`config.mk`:
```
export PLATFORM = sky130hd
export DESIGN_NAME = xorshift_prng_bank
export DESIGN_NICKNAME = d
export VERILOG_FILES = /design/src/rtl/prng_pkg.sv /design/src/rtl/xorshift_step.sv /design/src/rtl/xorshift_prng_bank.sv
export SDC_FILE = /design/constraint.sdc
export NUM_CORES = 1
export LEC_CHECK = 0
export BUFFER_PORTS_ARGS = -buffer_cell sky130_fd_sc_hd__buf_2
export CAP_MARGIN = 10
export CORE_MARGIN = 2
export CORE_UTILIZATION = 62
export CTS_CLUSTER_DIAMETER = 30
export DETAILED_ROUTE_END_ITERATION = 10
export GPL_ROUTABILITY_DRIVEN = 0
export PLACE_DENSITY = 0.87
export SLEW_MARGIN = 40
export SYNTH_ARGS = -nofsm -noshare
export SYNTH_HDL_FRONTEND = slang
export SYNTH_HIERARCHICAL = 1
export SYNTH_SLANG_ARGS = --single-unit
```
`constraint.sdc`:
```
create_clock -name clk -period 3.14 [get_ports clk]
set_input_delay 0.628 -clock clk [delete_from_list [all_inputs] [get_ports clk]]
set_output_delay 0.628 -clock clk [all_outputs]
set_load 0.01 [all_outputs]
```
`src/rtl/prng_pkg.sv`:
```
// Shared constants and helpers for the xorshift generator bank.
// Holds shift triples, the per-channel seed offset and the FSM state type.
package prng_pkg;
   localparam int XS32_A = 13;
   localparam int XS32_B = 17;
   localparam int XS32_C = 5;
   localparam int XS64_A = 13;
   localparam int XS64_B = 7;
   localparam int XS64_C = 17;

   localparam logic [31:0] GOLDEN_OFFSET      = 32'h9E37_79B9;
   localparam logic [63:0] ZERO_SEED_FALLBACK = 64'h1;

   typedef enum logic {S_WARM, S_RUN} prng_state_e;

   // Reset/default seed of a channel; an all-zero state would lock xorshift at zero.
   function automatic logic [63:0] chan_seed(input logic [63:0] base, input int width,
                                             input int chan);
      logic [63:0] mask;
      logic [63:0] v;
      mask = (width == 64) ? 64'hFFFF_FFFF_FFFF_FFFF : 64'h0000_0000_FFFF_FFFF;
      v    = (base ^ (64'(chan) * {32'h0, GOLDEN_OFFSET})) & mask;
      if (v == 64'h0) v = ZERO_SEED_FALLBACK;
      return v;
   endfunction
endpackage

```
`src/rtl/xorshift_step.sv`:
```
// One combinational xorshift step s -> s', shift triple chosen by WIDTH.
module xorshift_step
   import prng_pkg::*;
#(
   parameter int WIDTH = 32
) (
   input  logic [WIDTH-1:0] i_s,
   output logic [WIDTH-1:0] o_s
);
   localparam int A = (WIDTH == 64) ? XS64_A : XS32_A;
   localparam int B = (WIDTH == 64) ? XS64_B : XS32_B;
   localparam int C = (WIDTH == 64) ? XS64_C : XS32_C;

   logic [WIDTH-1:0] w_a;
   logic [WIDTH-1:0] w_b;

   assign w_a = i_s ^ (i_s << A);
   assign w_b = w_a ^ (w_a >> B);
   assign o_s = w_b ^ (w_b << C);
endmodule

```
`src/rtl/xorshift_prng_bank.sv`:
```
// Multi-channel xorshift bank with seed loading and a valid/ready stream.
// Optional warm-up phase after reset/seed is enabled by XORSHIFT_WARMUP_EN.
module xorshift_prng_bank
   import prng_pkg::*;
#(
   parameter int          WIDTH        = 32,
   parameter int          CHANNELS     = 4,
   parameter logic [63:0] DEFAULT_SEED = 64'h1A2B3C4D_5EED5EED,
   parameter int          WARMUP       = 16,
   localparam int         CW           = (CHANNELS > 1) ? $clog2(CHANNELS) : 1
) (
   input  logic                      clk,
   input  logic                      reset_n,
   input  logic                      seed_valid,
   input  logic [CW-1:0]             seed_chan,
   input  logic [WIDTH-1:0]          seed_data,
   output logic                      out_valid,
   input  logic                      out_ready,
   output logic [WIDTH*CHANNELS-1:0] out_data
);
   logic [CHANNELS-1:0][WIDTH-1:0] w_state;
   logic [CHANNELS-1:0][WIDTH-1:0] w_next;
   logic                           w_fire;
   logic                           w_step;
   logic                           w_seed_any;

   assign w_fire     = out_valid & out_ready;
   assign w_seed_any = seed_valid && (32'(seed_chan) < CHANNELS);
   assign out_data   = w_state;

   for (genvar i = 0; i < CHANNELS; i++) begin : g_ch
      localparam logic [WIDTH-1:0] RST_SEED = WIDTH'(chan_seed(DEFAULT_SEED, WIDTH, i));
      logic [WIDTH-1:0] r_s;
      logic             w_hit;

      // A seed beats a same-cycle step on its own channel only.
      assign w_hit      = seed_valid && (seed_chan == CW'(i));
      assign w_state[i] = r_s;

      xorshift_step #(.WIDTH(WIDTH)) u_step (.i_s(r_s), .o_s(w_next[i]));

      always_ff @(posedge clk or negedge reset_n) begin
         if (!reset_n)    r_s <= RST_SEED;
         else if (w_hit)  r_s <= (seed_data == '0) ? RST_SEED : seed_data;
         else if (w_step) r_s <= w_next[i];
      end
   end

`ifdef XORSHIFT_WARMUP_EN
   prng_state_e r_fsm;
   prng_state_e w_fsm_nxt;
   logic [7:0]  r_cnt;
   logic [7:0]  w_cnt_nxt;

   always_ff @(posedge clk or negedge reset_n) begin
      if (!reset_n) begin
         r_fsm <= S_WARM;
         r_cnt <= 8'h0;
      end else begin
         r_fsm <= w_fsm_nxt;
         r_cnt <= w_cnt_nxt;
      end
   end

   always_comb begin
      w_fsm_nxt = r_fsm;
      w_cnt_nxt = r_cnt;
      if (w_seed_any) begin
         w_fsm_nxt = S_WARM;
         w_cnt_nxt = 8'h0;
      end else if (r_fsm == S_WARM) begin
         if (r_cnt == 8'(WARMUP - 1)) begin
            w_fsm_nxt = S_RUN;
            w_cnt_nxt = 8'h0;
         end else begin
            w_cnt_nxt = r_cnt + 8'h1;
         end
      end
   end

   assign w_step    = (r_fsm == S_WARM) | w_fire;
   assign out_valid = (r_fsm == S_RUN);
`else
   logic r_valid;

   always_ff @(posedge clk or negedge reset_n) begin
      if (!reset_n) r_valid <= 1'b0;
      else          r_valid <= 1'b1;
   end

   assign w_step    = w_fire;
   assign out_valid = r_valid;
`endif
endmodule

```
==> metrics.md, run 1 <==
| Metric | Value |
|---|---|
| Final WL | 28.68 mm |
| Clock power share | 0.125 |
| Die width | 126.2 µm |
| Clk_skew | 0.008206 ns |
| Starting DRT DRC Count | 1,008 |
| Reg-to-reg slack, setup | 1.31 ns |
| R2R depth | 4 |
| Net Sw Frac | 0.3832 |
| Slowest stage delay, CP | 0.54 ns |
| Die Span Y | 126.2 µm |
| Status | complete, no violations |
| Min-delay worst type | primary input to async pin |
| Postcts setup bufs | 0 |
| Power Density | 1650 mW/mm² |
| First-pass DRT Iterations | 8 |
| Endpoints failing hold | 0 |
| Ant diodes | 0 |
| Clock Sinks | 129 |
| GRT overflow | 0 |
| Critical R2R Capture | g_ch[3].r_s[5] |
| Max_cap viols | 0 |
| Rel. slew slack | 0.4995 |
| Crit path launch | seed_data[17] |
| CTS tree | built |
| Syn avg cell area | 9.700 µm² |
| Initial core utilization | 0.6367 |
| Final Max Slew Viols | 0 |
| Number of synthesized flops with an enable pin | 0 |
| I/O Buffers | 166 |
| Vias in the first global route | 7,809 |
| CP Capture Type | flop |
| P_sw | 0.006881 W |
| CP max FO | 47 |
| Die Area | 0.01592 mm² |
| YS warnings | 6 |
| RSZ-0062 raised after global routing | false |
| Flop pwr share | 0.241 |
| Fin crit period | 2.027 ns |
| First-pass GRT wire length | 43.68 mm |
| CP Capture Point | g_ch[2].r_s[29] |
| Routed Antenna Nets | 0 |
| Worst Hold Slack | 0.2492 ns |
| DRC viols | 0 |
| Mapped Cells | 954 |
| Comb pwr share | 0.634 |
| Critical Path RT | 3.47 ns |
| CP Class | primary input to flop |
| Yosys top cell area share | 0.1902 |
| Synth top area cells | dfstp_2, dfrtp_1, nand2_1, xnor2_1, xor3_1 |
| CTS root buffer | clkbuf_16 |
| Top FF cell, synth | dfstp_2 |
| Leading area contributor after synthesis | dfstp_2 |
| Core Rows | 44 |
| Fmax | 0.4933 GHz |
| Syn Nets | 992 |
| CTS resizes | 0 |
| Antenna violations before repair | 0 |
| Int Pwr | 0.01108 W |
| Slew @ Worst Pin | 0.7454 ns |
| CP Launch Type | primary input |
| Dpl hpwl | 18.65 mm |
| Routed vias/inst | 6.434 |
| Area grow syn2layout | 17.59% |
| Total core area | 0.01453 mm² |
| Share of cells above drive strength 1 | 0.2677 |
| Worst-path cell chain | buf_2 -> nor4_1 -> nand4_1 -> or2_2 -> buf_12 -> a32oi_1 |
| VDD IR max | 0.7697 mV |
| Worst path bufs/invs | 2 |
| Slowest-stage cell, CP | or2_2 |
| Most numerous cell in the Yosys netlist | nand2_1 |
| Worst-Skew Late Latency | 0.43 ns |
| CTS Hold Bufs | 0 |
| H-tree levels | 4 |
| Worst R2R Start | g_ch[3].r_s[4] |
| IO Pins | 167 |
| Pin count of the biggest net entering global routing | 65 |
| Seq/Total Area, Yosys | 0.3579 |
| Number of CTS-inserted buffers | 17 |
| Mapped Area | 0.009254 mm² |
| CP arrival | 2.36 ns |
| CTS max path bufs | 2 |
| Routed vias | 8,274 |
| Ys async rst share | 1.000 |
| All-Layer GR Usage | 0.3549 |
| Post-synth cell types | 24 |
| Clk pin slew, worst setup/hold paths | 0.06 ns |
| Setup violators final | 0 |
| Worst path top cell family by delay | simple AND/OR/NAND/NOR gates |
| Final Cycle Share | 0.6456 |
| Synth cell count leaders | nand2_1, nor2_1, xnor2_1, dfstp_2, dfrtp_1 |
| Fin Setup TNS | 0 ns |
| Final net count | 1,127 |
| Pleak | 5.100 nW |
| WP depth | 6 |
| #FFs+latches synth | 129 |
| DR WL/cell | 22.30 µm |
[worst reg2reg max path: stages, from the launching register on]
cell and delay (ns):
dfrtp_1 0.45, xnor2_1 0.58, xnor3_1 0.53, nand2_1 0.07, a31oi_1 0.08
[cells by family after synthesis]
| group | after synthesis | synth area share |
|---|---|---|
| AOI/OAI and AO/OA | 128 | 0.1128 |
| xor gates and xnor gates | 232 | 0.3326 |
| buffers and inverters | 63 | 0.02893 |
| DFF | 129 | 0.3579 |
| other | 1 | 0.0004052 |
| and+or+nand+nor | 401 | 0.1674 |
[sequential cells by signal, summed over array words and instances, names as in the netlist]
register / flops
g_ch.r_s: 128
out_valid: 1
[final cells by class]
cell class,instances,area [µm²]
clock buffer,22,474.2
clock inverter,10,180.2
fill,956,3652
multi-input combinational,762,5692
sequential,129,3312
timing repair buffer,179,993.5
tap,184,230.2
[cell usage in the layout (no fill, tap or decap)]
cell type,netlist,routed
nor4_1,8,8
xor3_1,36,36
and2_4,0,1
buf_2,1,165
clkinvlp_4,0,2
or2_2,0,1
clkbuf_16,0,17
conb_1,1,1
nand4_1,2,2
xor3_2,4,4
nand2_1,257,256
clkbuf_8,0,3
nand2_4,0,1
dfstp_2,67,67
a32oi_2,10,10
or3b_4,0,1
xnor3_1,32,32
bufinv_16,0,5
nor2_1,128,128
a32oi_1,57,57
dfrtp_1,62,62
xor2_1,52,52
nand3b_1,2,2
clkbuf_1,53,2
buf_12,0,5
xnor2_1,108,108
a31oi_1,61,61
buf_4,0,9
nand3_2,0,1
clkinv_2,0,3
[worst min-delay path by stage]
stage	start	endpoint	slack, ns	cells past startpoint
3_5_place_dp	g_ch[0].r_s[30]	g_ch[0].r_s[30]	0.52	2
5_1_grt	reset_n	g_ch[2].r_s[31]	0.28	1
2_1_floorplan	reset_n	g_ch[0].r_s[13]	0.33	0
6_report	reset_n	g_ch[2].r_s[31]	0.25	1
3_3_place_gp	g_ch[0].r_s[30]	g_ch[0].r_s[30]	0.51	2
4_1_cts	reset_n	g_ch[2].r_s[31]	0.26	1
[power by group through the flow]
stage	sequential [W]	clock, W	combinational (W)
after global placement	0.00424	0	0.0108
after CTS	0.00427	0.00224	0.0113
after global routing	0.00442	0.00231	0.0121
final	0.00433	0.00224	0.0114
after floorplan	0.00435	0	0.00864
after detailed placement	0.00427	0	0.0111
[routing by layer]
layer / GRT usage / share of wire / up-vias
li1: - / - / 3528
met1: 0.4861 / 0.38 / 3984
met2: 0.5427 / 0.46 / 639
met3: 0.09516 / 0.12 / 123
met4: 0.1422 / 0.044 / 0
met5: 0 / 0 / -
[stage by stage]
stage	cells	utilization	power [W]	setup slack (ns)	cell area, µm²
finish	1286	0.7487	0.01796	1.113	10880
global placement	1254	0.7035	0.01501	0.8717	10220
global route	1286	0.7487	0.01886	1.089	10880
CTS	1286	0.7487	0.01781	1.174	10880
floorplan	954	-	0.01298	1.316	9254
detailed placement	1254	0.7037	0.01538	0.7659	10230
No activity file was read; power rests on OpenSTA's default activity.
==> run 2: changes to the inputs <==
--- a/config.mk
+++ b/config.mk
@@ -8,11 +8,11 @@
 export BUFFER_PORTS_ARGS = -buffer_cell sky130_fd_sc_hd__buf_2
 export CAP_MARGIN = 10
 export CORE_MARGIN = 2
-export CORE_UTILIZATION = 62
+export CORE_UTILIZATION = 52
 export CTS_CLUSTER_DIAMETER = 30
 export DETAILED_ROUTE_END_ITERATION = 10
 export GPL_ROUTABILITY_DRIVEN = 0
-export PLACE_DENSITY = 0.87
+export PLACE_DENSITY = 0.78
 export SLEW_MARGIN = 40
 export SYNTH_ARGS = -nofsm -noshare
 export SYNTH_HDL_FRONTEND = slang
==> constraint.sdc (replaced) <==
create_clock -name clk -period 1.7 [get_ports clk]
set_input_delay 0.34 -clock clk [delete_from_list [all_inputs] [get_ports clk]]
set_output_delay 0.34 -clock clk [all_outputs]
set_load 0.01 [all_outputs]
==> metrics.md, run 2 (same netlist as run 1, synthesis figures left out) <==
| Metric | Value |
|---|---|
| Core Rows | 48 (was 44) |
| Biggest register | g_ch.r_s (unchanged) |
| IO Pins | 167 (unchanged) |
| Critical Path RT | 2.06 ns (was 3.47 ns) |
| CP Class | flop to flop (was primary input to flop) |
| First-pass GRT wire length | 46.42 mm (was 43.68 mm) |
| CP arrival | 2.02 ns (was 2.36 ns) |
| Fin crit period | 1.666 ns |
| VDD IR max | 1.550 mV (was 0.7697 mV) |
| Clock power share | 0.114 (was 0.125) |
| Endpoints failing hold | 0 (unchanged) |
| Final Cycle Share | 0.9798 |
| Comb pwr share | 0.658 (was 0.634) |
| CTS tree | built (unchanged) |
| Routed vias | 8,482 (was 8,274) |
| Postcts setup bufs | 0 (unchanged) |
| CTS root buffer | clkbuf_16 (unchanged) |
| Ant diodes | 0 (unchanged) |
| Vias in the first global route | 8,040 (was 7,809) |
| Int Pwr | 0.02126 W (was 0.01108 W) |
| Pleak | 5.515 nW (was 5.100 nW) |
| Clk_skew | 0.008753 ns (was 0.008206 ns) |
| Setup ws final | 0.03426 ns (was 1.113 ns) |
| RSZ-0062 raised after global routing | false (unchanged) |
| Most common cell after layout, fill and taps aside | nand2_1 (unchanged) |
| First-pass DRT Iterations | 8 (unchanged) |
| H-tree levels | 4 (unchanged) |
| DRC viols | 0 (unchanged) |
| Die width | 137.4 µm (was 126.2 µm) |
| Total core area | 0.01736 mm² (was 0.01453 mm²) |
| DP Area | 0.01096 mm² (was 0.01023 mm²) |
| Cells after DPL | 1,369 (was 1,254) |
| Post-route cell area | 0.01160 mm² (was 0.01088 mm²) |
| Area grow syn2layout | 25.41% (was 17.59%) |
| Fmax | 0.6003 GHz |
| I/O Buffers | 166 (unchanged) |
| Worst R2R Start | g_ch[1].r_s[8] (was g_ch[3].r_s[4]) |
| Worst-Skew Late Latency | 0.43 ns (about the same) |
| Setup violators final | 0 (unchanged) |
| Rel. slew slack | 0.6491 (was 0.4995) |
| R2R depth | 4 (unchanged) |
| Total Power | 0.03421 W (was 0.01796 W) |
| All-Layer GR Usage | 0.3361 (was 0.3549) |
| Net Sw Frac | 0.3785 (was 0.3832) |
| Most frequent cells in the layout | nand2_1, buf_2, nor2_1 (unchanged) |
| Status | complete, no violations (unchanged) |
| Final net count | 1,202 (was 1,127) |
| Fin Setup TNS | 0 ns (unchanged) |
| Starting DRT DRC Count | 1,030 (was 1,008) |
| Antenna violations before repair | 0 (unchanged) |
| Routed vias/inst | 6.050 (was 6.434) |
| CP max FO | 5 (was 47) |
| CP Launch Type | flop (was primary input) |
| Die Span Y | 137.4 µm (was 126.2 µm) |
| Clock Sinks | 129 (unchanged) |
| Pin count of the biggest net entering global routing | 73 (was 65) |
| CTS max path bufs | 2 (unchanged) |
| GRT overflow | 0 (unchanged) |
| Reg-to-reg slack, setup | 0.03 ns (was 1.31 ns) |
| Die Area | 0.01888 mm² (was 0.01592 mm²) |
| Final WL | 30.96 mm (was 28.68 mm) |
| Critical R2R Capture | g_ch[1].r_s[8] (was g_ch[3].r_s[5]) |
| Dpl hpwl | 21.27 mm (was 18.65 mm) |
| P_sw | 0.01295 W (was 0.006881 W) |
| Share of cells above drive strength 1 | 0.3169 (was 0.2677) |
| Power Density | 2947 mW/mm² (was 1650 mW/mm²) |
| Max FFs per register | 128 (unchanged) |
| Routed Antenna Nets | 0 (unchanged) |
| Setup WS pre-CTS | -0.1215 ns (was 0.7659 ns) |
| DR WL/cell | 22.08 µm (was 22.30 µm) |
| CP Capture Type | flop (unchanged) |
| Max_cap viols | 0 (unchanged) |
| Clk pin slew, worst setup/hold paths | 0.06 ns (about the same) |
| Final std cells w/o fill | 1,402 (was 1,286) |
| Final Max Slew Viols | 0 (unchanged) |
| Number of CTS-inserted buffers | 17 (unchanged) |
| Flop pwr share | 0.228 (was 0.241) |
| Initial core utilization | 0.5332 (was 0.6367) |
| Min-delay worst type | primary input to async pin (unchanged) |
| Slew @ Worst Pin | 0.5226 ns (was 0.7454 ns) |
run 2: changes by cell type in the layout (fill, tap and decap cells not counted), sizes merged:
| cell | before | now |
|---|---|---|
| clkinv | 3 | 6 |
| bufinv | 5 | 3 |
| dlygate4sd3 | 0 | 1 |
| clkinvlp | 2 | 1 |
| buf | 179 | 253 |
run 2: critical path, stage by stage (launching register included):
cell and delay [ns]:
dfstp_2 0.61, xor3_1 0.49, xor3_1 0.24, nand2_1 0.07
a32oi_2 0.19
run 2: worst max-delay path by stage:
stage / to / cells past startpoint / slack, ns / startpoint
after floorplan: g_ch[1].r_s[7] / 4 / 0.04 / g_ch[1].r_s[6]
after global placement: g_ch[1].r_s[8] / 6 / -0.09 / seed_data[16]
after detailed placement: g_ch[0].r_s[30] / 6 / -0.12 / seed_data[17]
after CTS: g_ch[0].r_s[7] / 4 / 0.04 / g_ch[0].r_s[6]
after global routing: g_ch[2].r_s[8] / 4 / 0.004 / g_ch[2].r_s[8]
final: g_ch[1].r_s[8] / 4 / 0.03 / g_ch[1].r_s[8]
run 2: stage by stage:
stage / utilization / hold WS, ns
floorplan: - / 0.04441
global placement: 0.6313 / 0.2283
detailed placement: 0.6313 / 0.2267
CTS: 0.6673 / 0.3245
global route: 0.6686 / 0.3392
finish: 0.6686 / 0.3271
run 2: final cells by class:
type / count / area [µm²]
Tap cell: 225 / 281.5
Clock inverter: 10 / 131.4
Clock buffer: 22 / 484.2
Timing Repair Buffer: 254 / 1684
Sequential cell: 129 / 3312
Multi-Input combinational cell: 762 / 5712
Fill cell: 1318 / 5752
run 2: metal layers:
layer | wire length (µm) | GRT usage | part of all wire
met2 | 13730 | 0.5000 | 0.44
met3 | 3211 | 0.07432 | 0.10
met4 | 1736 | 0.1884 | 0.056
met1 | 12280 | 0.4557 | 0.40
met5 | 0 | 0 | 0
run 2: timing repair:
action | in CTS | in global routing
hold buffers | 1 | 0
resized for setup | 0 | 3
setup endpoints to repair | 0 | 4
endpoints found under the hold margin | 8 | 0
run 2: power by group through the flow:
| stage | clock [W] | combinational [W] | sequential, W |
|---|---|---|---|
| after global placement | 0 | 0.0215 | 0.00765 |
| after floorplan | 0 | 0.0160 | 0.00803 |
| after detailed placement | 0 | 0.0221 | 0.00770 |
| final | 0.00390 | 0.0225 | 0.00779 |
| after CTS | 0.00392 | 0.0223 | 0.00769 |
| after global routing | 0.00405 | 0.0240 | 0.00798 |
==> run 3: changes to the inputs <==
--- a/config.mk
+++ b/config.mk
@@ -5,13 +5,14 @@
 export SDC_FILE = /design/constraint.sdc
 export NUM_CORES = 1
 export LEC_CHECK = 0
-export BUFFER_PORTS_ARGS = -buffer_cell sky130_fd_sc_hd__buf_2
+export BUFFER_PORTS_ARGS = -buffer_cell sky130_fd_sc_hd__buf_4
 export CAP_MARGIN = 10
 export CORE_MARGIN = 2
 export CORE_UTILIZATION = 52
 export CTS_CLUSTER_DIAMETER = 30
 export DETAILED_ROUTE_END_ITERATION = 10
 export GPL_ROUTABILITY_DRIVEN = 0
+export GPL_TIMING_DRIVEN = 1
 export PLACE_DENSITY = 0.78
 export SLEW_MARGIN = 40
 export SYNTH_ARGS = -nofsm -noshare
==> metrics.md, run 3 (same netlist as run 1, synthesis figures left out) <==
| Metric | Value |
|---|---|
| Number of CTS-inserted buffers | 17 (unchanged) |
| Die Span Y | 137.4 µm (unchanged) |
| Fin crit period | 1.668 ns (was 1.666 ns) |
| DRC viols | 0 (unchanged) |
| First-pass DRT Iterations | 6 (was 8) |
| IO Pins | 167 (unchanged) |
| RSZ-0062 raised after global routing | false (unchanged) |
| Postcts setup bufs | 0 (unchanged) |
| Clk pin slew, worst setup/hold paths | 0.06 ns (about the same) |
| Final net count | 1,212 (was 1,202) |
| Met1 global-route usage | 0.4536 (was 0.4557) |
| Total core area | 0.01736 mm² (unchanged) |
| Most frequent cells in the layout | nand2_1, buf_4, nor2_1 (was nand2_1, buf_2, nor2_1) |
| Worst path top cell family by delay | XOR/XNOR gates (unchanged) |
| H-tree levels | 4 (unchanged) |
| GR peak layer | met2 (unchanged) |
| Routed Antenna Nets | 0 (unchanged) |
| CTS max path bufs | 2 (unchanged) |
| CTS root buffer | clkbuf_16 (unchanged) |
| CP Launch Type | flop (unchanged) |
| Dpl hpwl | 21.80 mm (was 21.27 mm) |
| Power Density | 2924 mW/mm² (was 2947 mW/mm²) |
| Setup ws final | 0.03194 ns (was 0.03426 ns) |
| Worst-Skew Late Latency | 0.43 ns (about the same) |
| R2R depth | 4 (unchanged) |
| Worst R2R Start | g_ch[0].r_s[6] (was g_ch[1].r_s[8]) |
| I/O Buffers | 166 (unchanged) |
| Clock Sinks | 129 (unchanged) |
| Cells after DPL | 1,379 (was 1,369) |
| Vias in the first global route | 8,174 (was 8,040) |
| Setup violators final | 0 (unchanged) |
| Flop pwr share | 0.220 (was 0.228) |
| Most common cell after layout, fill and taps aside | nand2_1 (unchanged) |
| Final std cells w/o fill | 1,412 (was 1,402) |
| DR WL/cell | 22.17 µm (was 22.08 µm) |
| CP Capture Type | flop (unchanged) |
| Fillers | 1,312 (was 1,318) |
| Comb pwr share | 0.663 (was 0.658) |
| Worst path bufs/invs | 0 (unchanged) |
| Pleak | 5.714 nW (was 5.515 nW) |
| Die width | 137.4 µm (unchanged) |
| CTS tree | built (unchanged) |
| First-pass GRT wire length | 47.03 mm (was 46.42 mm) |
| DP Area | 0.01141 mm² (was 0.01096 mm²) |
| Antenna violations before repair | 0 (unchanged) |
| CP max FO | 4 (was 5) |
| Critical R2R Capture | g_ch[0].r_s[7] (was g_ch[1].r_s[8]) |
| Status | complete, no violations (unchanged) |
| Slew @ Worst Pin | 0.5077 ns (was 0.5226 ns) |
| Critical Path RT | 2.05 ns (was 2.06 ns) |
| GRT met3 Usage | 0.08278 (was 0.07432) |
| Worst-path cell chain | xor3_2 -> xnor3_1 -> nand2_1 -> a32oi_1 (was xor3_1 -> xor3_1 -> nand2_1 -> a32oi_2) |
| Net Sw Frac | 0.3666 (was 0.3785) |
| Fin Setup TNS | 0 ns (unchanged) |
| Setup WS pre-CTS | -0.1382 ns (was -0.1215 ns) |
| Final Max Slew Viols | 0 (unchanged) |
| Final WL | 31.31 mm (was 30.96 mm) |
| Max_cap viols | 0 (unchanged) |
| Clock power share | 0.118 (was 0.114) |
| GRT overflow | 0 (unchanged) |
| Core Rows | 48 (unchanged) |
| Slowest-stage cell, CP | dfstp_2 (unchanged) |
| Int Pwr | 0.02247 W (was 0.02126 W) |
| Post-route cell area | 0.01213 mm² (was 0.01160 mm²) |
| VDD IR max | 1.780 mV (was 1.550 mV) |
| Initial core utilization | 0.5332 (unchanged) |
| Max FFs per register | 128 (unchanged) |
| Routed vias | 8,439 (was 8,482) |
| Ant diodes | 0 (unchanged) |
| Reg-to-reg slack, setup | 0.03 ns (about the same) |
| Pin count of the biggest net entering global routing | 65 (was 73) |
| Met2 global-route usage | 0.5307 (was 0.5000) |
| Endpoints failing hold | 0 (unchanged) |
| P_sw | 0.01301 W (was 0.01295 W) |
| Routed vias/inst | 5.977 (was 6.050) |
| Clk_skew | 0.007950 ns (was 0.008753 ns) |
| Share of cells above drive strength 1 | 0.3252 (was 0.3169) |
| Slowest stage delay, CP | 0.59 ns (was 0.61 ns) |
| Die Area | 0.01888 mm² (unchanged) |
| Biggest register | g_ch.r_s (unchanged) |
| Final Cycle Share | 0.9812 (was 0.9798) |
| Area grow syn2layout | 31.12% (was 25.41%) |
| All-Layer GR Usage | 0.3413 (was 0.3361) |
| Fmax | 0.5995 GHz (was 0.6003 GHz) |
| Min-delay worst type | primary input to async pin (unchanged) |
| Starting DRT DRC Count | 983 (was 1,030) |
| Rel. slew slack | 0.6591 (was 0.6491) |
| CP arrival | 2.02 ns (about the same) |
| CP Class | flop to flop (unchanged) |
## run 3: changes by cell type in the layout (fill, tap and decap cells not counted)
cell       previous run  this run
xnor2_1             105       103
xor2_2                0         2
bufinv_16             3         5
clkbuf_1              1         2
buf_2               165         0
xnor2_2               3         5
buf_12               15        12
clkinv_2              5         2
buf_4                73       251
xor2_1               52        50
## run 3: what timing repair did
action | CTS | global route
endpoints found under the setup margin | 0 | 6
hold buffers | 1 | 0
gates resized for setup | 0 | 7
hold endpoints to repair | 9 | 0
## run 3: worst reg2reg max path, cell delays in order, from the launching register on
cell	delay [ns]
dfstp_2	0.59
xor3_2	0.47
xnor3_1	0.28
nand2_1	0.05
a32oi_1	0.19
## run 3: final cells by class
class | instances | area [µm²] | area share
sequential | 129 | 3312 | 0.2729
multi-input combinational | 762 | 5742 | 0.4732
clock inverter | 9 | 176.4 | 0.01454
tap | 225 | 281.5 | 0.02320
timing repair buffer | 264 | 2135 | 0.1759
clock buffer | 23 | 488.0 | 0.04021
## run 3: per-stage QoR
step                total power (W)    util  hold slack, ns
floorplan                   0.02398       -         0.04441
CTS                         0.03520  0.6961          0.3444
global placement            0.03015  0.6572          0.2685
detailed placement          0.03074  0.6572          0.2675
finish                      0.03548  0.6991          0.3595
global route                0.03756  0.6991          0.3490
## run 3: power by group through the flow
stage                     clock [W]  sequential (W)  combinational, W
after floorplan                   0         0.00803            0.0160
after global placement            0         0.00765            0.0225
after detailed placement          0         0.00770            0.0230
after CTS                   0.00419         0.00768            0.0233
after global routing        0.00432         0.00800            0.0252
final                       0.00418         0.00779            0.0235
## run 3: how the worst max path moves through the flow
stage	startpoint	to	slack [ns]	depth (start not counted)
3_3_place_gp	seed_data[17]	g_ch[1].r_s[6]	-0.1	6
6_report	g_ch[0].r_s[6]	g_ch[0].r_s[7]	0.03	4
5_1_grt	g_ch[1].r_s[8]	g_ch[1].r_s[13]	0.007	4
3_5_place_dp	seed_data[17]	g_ch[0].r_s[22]	-0.14	6
2_1_floorplan	g_ch[1].r_s[6]	g_ch[1].r_s[7]	0.04	4
4_1_cts	g_ch[2].r_s[17]	g_ch[2].r_s[5]	0.001	4
## run 3: routing by layer
| layer | share of wire | vias up |
|---|---|---|
| met5 | 0 | - |
| met4 | 0.049 | 0 |
| met3 | 0.11 | 108 |
| met2 | 0.46 | 550 |
| met1 | 0.38 | 4082 |
| li1 | - | 3699 |
